--- src/rtl/multicycle_control_unit.sv ---
// Multi-cycle FETCH/DECODE/EXECUTE/MEMORY/WRITEBACK sequencer for ADD, LW, SW and BEQ,
// with a memory-ready stall, a hung-access timeout and an illegal-opcode trap.
module multicycle_control_unit #(
  parameter int                 OPC_W       = 6,
  parameter int                 ALUC_W      = 4,
  parameter logic [OPC_W-1:0]   OP_ADD      = 6'b000001,
  parameter logic [OPC_W-1:0]   OP_SW       = 6'b000010,
  parameter logic [OPC_W-1:0]   OP_LW       = 6'b000100,
  parameter logic [OPC_W-1:0]   OP_BEQ      = 6'b001000,
  parameter logic [ALUC_W-1:0]  ALU_ADD     = 4'b0101,
  parameter logic [ALUC_W-1:0]  ALU_SUB     = 4'b0110,
  parameter int                 MEM_TIMEOUT = 15
) (
  input  logic              clk,
  input  logic              rst,
  input  logic [OPC_W-1:0]  opcode,
  input  logic              zero,
  input  logic              mem_ready,
  output logic              IRWrite,
  output logic              PCWrite,
  output logic              PCSrc,
  output logic              IorD,
  output logic              RegDst,
  output logic              RegWrite,
  output logic              ALUSrcA,
  output logic [1:0]        ALUSrcB,
  output logic [ALUC_W-1:0] ALUcontrol,
  output logic              MemRead,
  output logic              MemWrite,
  output logic              MemToReg,
  output logic              fault,
  output logic [1:0]        fault_code,
  output logic [3:0]        state
);

  localparam int CNT_W = $clog2(MEM_TIMEOUT + 1);

  typedef enum logic [3:0] {
    S_FETCH  = 4'd0,
    S_DECODE = 4'd1,
    S_EXEC_R = 4'd2,
    S_WB_R   = 4'd3,
    S_ADDR   = 4'd4,
    S_MEM_RD = 4'd5,
    S_MEM_WR = 4'd6,
    S_WB_MEM = 4'd7,
    S_BRANCH = 4'd8,
    S_HALT   = 4'd9
  } state_t;

  state_t             state_q, state_d;
  logic [OPC_W-1:0]   op_q, op_d;
  logic [CNT_W-1:0]   wait_cnt_q, wait_cnt_d;
  logic               fault_q, fault_d;
  logic [1:0]         fault_code_q, fault_code_d;
  logic [1:0]         halt_code;
  logic               timed_out;

  assign timed_out  = (wait_cnt_q == CNT_W'(MEM_TIMEOUT));
  assign state      = state_q;
  assign fault      = fault_q;
  assign fault_code = fault_code_q;

  always_ff @(posedge clk or posedge rst) begin
    if (rst) begin
      state_q      <= S_FETCH;
      op_q         <= '0;
      wait_cnt_q   <= '0;
      fault_q      <= 1'b0;
      fault_code_q <= 2'b00;
    end else begin
      state_q      <= state_d;
      op_q         <= op_d;
      wait_cnt_q   <= wait_cnt_d;
      fault_q      <= fault_d;
      fault_code_q <= fault_code_d;
    end
  end

  always_comb begin
    state_d      = state_q;
    op_d         = op_q;
    wait_cnt_d   = '0;
    fault_d      = fault_q;
    fault_code_d = fault_code_q;
    halt_code    = 2'b01;
    IRWrite      = 1'b0;
    PCWrite      = 1'b0;
    PCSrc        = 1'b0;
    IorD         = 1'b0;
    RegDst       = 1'b0;
    RegWrite     = 1'b0;
    ALUSrcA      = 1'b0;
    ALUSrcB      = 2'b00;
    ALUcontrol   = '0;
    MemRead      = 1'b0;
    MemWrite     = 1'b0;
    MemToReg     = 1'b0;

    // wait_cnt defaults to 0, so it is cleared on every state change and only
    // advances while a memory state keeps waiting; mem_ready beats the timeout.
    case (state_q)
      S_FETCH: begin
        MemRead    = 1'b1;
        ALUSrcB    = 2'b01;
        ALUcontrol = ALU_ADD;
        if (mem_ready) begin
          IRWrite = 1'b1;
          PCWrite = 1'b1;
          state_d = S_DECODE;
        end else if (timed_out) begin
          state_d   = S_HALT;
          halt_code = 2'b10;
        end else begin
          wait_cnt_d = wait_cnt_q + CNT_W'(1);
        end
      end
      S_DECODE: begin
        ALUSrcB    = 2'b11;
        ALUcontrol = ALU_ADD;
        op_d       = opcode;
        if (opcode == OP_ADD)                         state_d = S_EXEC_R;
        else if (opcode == OP_LW || opcode == OP_SW)  state_d = S_ADDR;
        else if (opcode == OP_BEQ)                    state_d = S_BRANCH;
        else                                          state_d = S_HALT;
      end
      S_EXEC_R: begin
        ALUSrcA    = 1'b1;
        ALUcontrol = ALU_ADD;
        state_d    = S_WB_R;
      end
      S_WB_R: begin
        RegDst   = 1'b1;
        RegWrite = 1'b1;
        state_d  = S_FETCH;
      end
      S_ADDR: begin
        ALUSrcA    = 1'b1;
        ALUSrcB    = 2'b10;
        ALUcontrol = ALU_ADD;
        state_d    = (op_q == OP_LW) ? S_MEM_RD : S_MEM_WR;
      end
      S_MEM_RD, S_MEM_WR: begin
        IorD     = 1'b1;
        MemRead  = (state_q == S_MEM_RD);
        MemWrite = (state_q == S_MEM_WR);
        if (mem_ready) begin
          state_d = (state_q == S_MEM_RD) ? S_WB_MEM : S_FETCH;
        end else if (timed_out) begin
          state_d   = S_HALT;
          halt_code = 2'b10;
        end else begin
          wait_cnt_d = wait_cnt_q + CNT_W'(1);
        end
      end
      S_WB_MEM: begin
        RegWrite = 1'b1;
        MemToReg = 1'b1;
        state_d  = S_FETCH;
      end
      S_BRANCH: begin
        ALUSrcA    = 1'b1;
        ALUcontrol = ALU_SUB;
        PCWrite    = zero;
        PCSrc      = 1'b1;
        state_d    = S_FETCH;
      end
      S_HALT: begin
        state_d = S_HALT;
      end
      default: begin
        state_d = S_HALT;
      end
    endcase

    if (state_d == S_HALT && state_q != S_HALT) begin
      fault_d      = 1'b1;
      fault_code_d = halt_code;
    end

    // Reset aborts instantly: no strobe may leak while rst is held.
    if (rst) begin
      IRWrite  = 1'b0;
      PCWrite  = 1'b0;
      RegWrite = 1'b0;
      MemRead  = 1'b0;
      MemWrite = 1'b0;
    end
  end

endmodule

--- config.mk ---
export PLATFORM = sky130hd
export DESIGN_NAME = multicycle_control_unit
export DESIGN_NICKNAME = d
export VERILOG_FILES = /design/src/rtl/multicycle_control_unit.sv
export SDC_FILE = /design/constraint.sdc
export NUM_CORES = 1
export LEC_CHECK = 0
export CAP_MARGIN = 10
export CORE_ASPECT_RATIO = 0.9
export CORE_UTILIZATION = 46
export DETAILED_ROUTE_END_ITERATION = 8
export GPL_TIMING_DRIVEN = 0
export PLACE_DENSITY = 0.78
export REMOVE_ABC_BUFFERS = 1
export SLEW_MARGIN = 20
export SYNTH_ARGS = -nofsm -noshare
export SYNTH_HDL_FRONTEND = slang
export SYNTH_SLANG_ARGS = --single-unit
export TNS_END_PERCENT = 100
--- constraint.sdc ---
create_clock -name clk -period 2 [get_ports clk]
set_clock_uncertainty 0.05 [all_clocks]
set_input_delay 0.4 -clock clk [delete_from_list [all_inputs] [get_ports clk]]
set_output_delay 0.4 -clock clk [all_outputs]
set_load 0.05 [all_outputs]
# ---- Word-level counts from Yosys, hierarchy flattened
# Index checks and enable logic that the tools add are counted.
dict set report totals {
  ff_bits 17
  out_inout_bits 23
  wordCells 64
}
dict set report op_classes {
  n_addsub 1
  eq_ne 16
  mux 33
  n_reduce_logical 9
}
# op count
set ops {}
lappend ops {{4-bit 2-to-1 mux} 8}
lappend ops {{4-bit one-hot mux with 6 select lines} 1}
lappend ops {{4-bit by 3-bit equality test with 1-bit output, second input constant} 4}
lappend ops {{1-bit 2-to-1 mux} 15}
lappend ops {{4-bit equality test, second input constant} 3}
lappend ops {{6-bit by 3-bit equality test with 1-bit output, second input constant} 2}
lappend ops {{3-bit OR reduction} 3}
lappend ops {{4-bit by 2-bit equality test with 1-bit output, second input constant} 2}
lappend ops {{2-bit 2-to-1 mux} 4}
lappend ops {{6-bit by 1-bit equality test with 1-bit output, second input constant} 1}
lappend ops {{6-bit by 2-bit equality test with 1-bit output, second input constant} 1}
lappend ops {{6-bit by 4-bit equality test with 1-bit output, second input constant} 1}
lappend ops {{2-bit one-hot mux with 3 select lines} 1}
lappend ops {{3-bit one-hot mux with 2 select lines} 1}
lappend ops {{4-bit by 1-bit adder with 4-bit output, second input constant} 1}
lappend ops {{4-bit by 1-bit equality test with 1-bit output, second input constant} 1}
lappend ops {{4-bit logical NOT} 1}
lappend ops {{4-bit != test, second input constant} 1}
lappend ops {{1-bit one-hot mux with 2 select lines} 2}
lappend ops {{2-bit OR reduction} 2}
lappend ops {{4-bit OR reduction} 1}
lappend ops {{3-bit 2-to-1 mux} 1}
lappend ops {{1-bit logical AND} 1}
lappend ops {{1-bit logical OR} 1}

# ---- Depth between registers and ports, before layout
dict set report depth {
  word_depth 7
  ltp_mapped 7
  ltp_nobuf 6
}

# ---- Least setup slack after synthesis
# No wires, ideal clock.
dict set report synth_timing {
  path_kind {register to output}
  from {register state_q[2], in the netlist state[2]}
  to {output MemRead}
  arrival_time_ps 2916
  t_required_ps 1550
  path_slack_ps -1366
  path_stages_with_launch 5
  n_path_buf 2
  path_cell_list {dfrtp_1 -> buf_4 -> clkbuf_1 -> xnor2_1 -> nor4b_1}
}
dict set report synth_between {
  elab_chain_len 4
  elab_cells_between_ends 6
  cone_classes {2 x eq/ne; 2 x mux; 2 x reduce/logical}
}
# element line
set synth_lines {}
lappend synth_lines {{start: declaration} 51} ;# state_t state_q, state_d;
lappend synth_lines {{start signal: assignment} 72} ;# state_q <= state_d;
lappend synth_lines {{4-bit by 3-bit equality test with 1-bit output, on equally long branches} {102, 145}}
lappend synth_lines {{2-bit OR reduction} 102} ;# case (state_q)
lappend synth_lines {{1-bit one-hot mux with 2 select lines *} 102}
lappend synth_lines {{1-bit 2-to-1 mux *} 182} ;# if (rst) begin
lappend synth_lines {{end: declaration} 28} ;# output logic MemRead,
# Every way passes the cells marked *; elsewhere a longest branch is shown, timed or not.

# ---- Final worst setup path
dict set report layout_timing {
  from {register state_q[1], in the netlist state[1]}
  to {output ALUcontrol[2]}
}
dict set report layout_between {
  elab_chain_len 3
  elab_cells_between_ends 7
  cone_classes {4 x eq/ne; 1 x mux; 2 x reduce/logical}
}
# element line
set layout_lines {}
lappend layout_lines {{4-bit by 1-bit equality test with 1-bit output, or another cell as far along} 102}
lappend layout_lines {{4-bit OR reduction (no line)} -}
lappend layout_lines {{3-bit one-hot mux with 2 select lines *} 102}
lappend layout_lines {{end: declaration} 27} ;# output logic [ALUC_W-1:0] ALUcontrol,
# Marks and branches as above.

==> metrics.md <==
| Metric | Value |
|---|---|
| Root Driver | clkbuf_4 |
| CP endpoint kind | primary output |
| H-tree levels | 1 |
| Initial Util | between 50 and 60% |
| Ports | 33 |
| First-pass GRT wire length | roughly 4 mm |
| Final Hold Viols | 0 |
| Run status | finished with violations |
| Setup CP Type | reg -> out |
| Avg Cell Area, Syn | 8.88 um2 |
| Switch share | between 40% and 50% |
| Die Wd | around 54 um |
| Final wirelength | around 3.0 mm |
| DRC viols | 0 |
| Worst skew pair latency | ~0.3 ns |
| Ordered cell list for the critical path | or3_4 -> nor2_2 -> or2_1 -> buf_6 |
| Sequential share of the synthesized area | between 30% and 40% |
| WP data required | approximately 1.6 ns |
| Vias per cell | 5.68 |
| Final Wtd Congestion | between 0.8 and 0.9 |
| Hold Crit Class | reg -> reg |
| Pre-CTS setup slack | -0.673 ns |
| Ys Warns | 0 |
| Die height | 49.0 um |
| TritonCTS clock tree | yes |
| Tcrit/Tclk final | 103% |
| Max VDD drop | roughly 0.0013 V |
| First-pass DRT Iterations | 4 |
| Post-Synth Adder-Cell Area | between 1.5 and 2% |
| DR iter-0 viols | 22 |
| Post-synth EDFFs | 0 |
| Per-cell routed wire length | between 15 and 20 um |
| Post-Syn Area | about 1100 um2 |
| Distinct cell type count after synthesis | 41 |
| Ys flop type | dfrtp_1 |
| Comb pwr share | 67.3% |
| Post-Synth Simple-Gate Area | about a quarter |
| Fin. max-slew vios | 0 |
| Core Util, Final | between 70 and 80% |
| Final setup viols | 3 |
| DRT antenna net count | 0 |
| Core Rows | 16 |
| Clock share of power | about 8.3% |
| Startpoint Class | flop |
| Gr usage total | 20.8% |
| Synthesized flop and latch total | 17 |
| GRT overflow | 0 |
| CP max-delay cell | dfrtp_2 |
| Synth Area in XOR/XNOR | 4.66% |
| Relative slew margins | between 50% and 60% |
| Longest Clk Path Bufs | 2 |
| Int Pwr | approximately 0.0012 W |
| CP Buf/Inv Count | 1 |
| Sw power | 0.00110 W |
| Initial antenna violation count | 0 |
| Crit Path Max Fanout | 8 |
| Failing checks | setup timing |
| P_leak | approximately 0.74 nW |
| Synth Area in Compound Gates | between 15 and 20% |
| Async S/R FF share, synth | between 90% and 100% |
| I/O Buffers | 31 |
| Cts hold-fix bufs | 0 |
| Clk slew on worst S/H paths | ~0.1 ns |
| Total power | 0.00228 W |
| Pin count of the biggest net entering global routing | 20 |
| Layout cells sized above 1 | 37.1% |
| CTS sink cnt | 17 |
| Final min period | about 2 ns |
| # Max-Cap Violations | 0 |
| Routed vias | 1119 |
| Vias in the first global route | 947 |
| Most frequent cells in the layout | buf_4, dfrtp_1, nor2_1, clkdlybuf4s50_1 |
| Most common cell after layout, fill and taps aside | buf_4 |
| Post-DP HPWL | 1.78 mm |
| Final worst-path setup slack | -0.0564 ns |
| Die ar. | between 2000 and 3000 um2 |
| Hold_ws | 0.413 ns |
| Slew @ Worst Pin | ~0.65 ns |
| CTS buffer count | 3 |
| PD cells | 1390 nW/um2 |
| Post-layout nets | about 180 |
| CORE AREA | 2240 um2 |
| Share of power burned in registers | 24.4% |
| Slowest cell delay on critical path | 0.48 ns |
| Post-synthesis instance total | 127 |
| Worst Path Arrival | 1.61 ns |
| F_max | about 490 MHz |
| Largest family of logic cells by synthesized area | simple AND/OR/NAND/NOR gates |
| Setup repair after global routing missed its margin | yes |
| N_diodes | 0 |
| Post-synthesis mux area share | 6.88% |
| Area growth syn-to-layout | 45.9% |
| Reg2reg setup slack | approximately 0.06 ns |
| Crit path max-delay family | simple AND/OR/NAND/NOR gates |
-- through the flow --
step	area [um2]	setup TNS [ns]	std cells
finish	1650	-0.140	197
global route	1650	-0.340	197
CTS	1520	-0.215	190
detailed placement	1420	-7.72	175
global placement	1420	-7.09	175
floorplan	1080	-10.19	117
-- worst paths after layout --
check	start	end	cells past startpoint
worst max-delay path	state[1]	ALUcontrol[2]	4
worst min-delay path	fault	fault	1
worst max register to register	state[2]	fault	7
worst min register to register	fault	fault	1
max in group asynchronous	rst	state[3]	2
min in group asynchronous	rst	fault_code[1]	2
-- power by group through the flow --
stage | sequential [W] | combinational (W) | clock, W
after global routing | 0.000567 | 0.00162 | 0.000207
after floorplan | 0.000643 | 0.000810 | 0
after CTS | 0.000574 | 0.00135 | 0.000191
after detailed placement | 0.000597 | 0.00122 | 0
final | 0.000556 | 0.00154 | 0.000190
after global placement | 0.000590 | 0.00120 | 0
-- cell usage after synthesis (3+ instances only) --
library cell / number / area share (%)
nand3_1: 4 / 1.8
nor2_1: 13 / 4.3
clkbuf_1: 3 / 1.0
nand2_1: 5 / 1.7
a21oi_1: 7 / 3.1
mux2_2: 6 / 6.0
nor4b_1: 3 / 2.3
xnor2_1: 3 / 2.3
or3_1: 3 / 1.7
inv_1: 6 / 2.0
o21ai_0: 9 / 4.0
xor2_1: 3 / 2.3
dfrtp_1: 17 / 38
buf_2: 4 / 1.8
nor3_1: 8 / 3.6
-- kinds of logic (layout without fill, tap and decap cells) --
group                    Yosys count  count (layout)
buffers and inverters             16              59
multiplexers                       7               7
other                              1               1
adder cells (fa/ha/maj)            2               2
XOR/XNOR                           6               6
AO/OA/AOI/OAI                     28              28
flip-flops                        17              17
AND/OR/NAND/NOR                   50              50
-- worst reg2reg max path: stages, from the launching register on --
cell     delay, ns
dfrtp_2       0.46
buf_4         0.16
buf_6         0.13
o21ai_2       0.14
o21ai_1       0.08
a211o_1       0.29
or3_4         0.37
a21o_1        0.16
-- sequential cells by signal, indices dropped and copies added (netlist names) --
register	cells
wait_cnt_q	4
state	4
fault	1
fault_code	2
op_q	6
-- area by class of cell --
class                      instances  area (um2)
multi-input combinational         94         697
inverter                           6        22.5
clock buffer                       4        26.3
sequential                        17         433
fill                             164         597
tap                               27        33.8
timing repair buffer              49         433
-- metal layers --
layer,up-vias,track usage (%),routed length (um)
li1,535,-,-
met3,5,4.05,192
met2,45,34.6,1440
met4,0,7.69,47
met1,534,26.0,1310
met5,-,0,0
-- repair_timing --
item | CTS | global route
pin swaps | 1 | 2
setup buffers | 11 | 7
endpoints found under the setup margin | 29 | 14
resized for setup | 104 | 29
No activity file was read; power rests on OpenSTA's default activity.
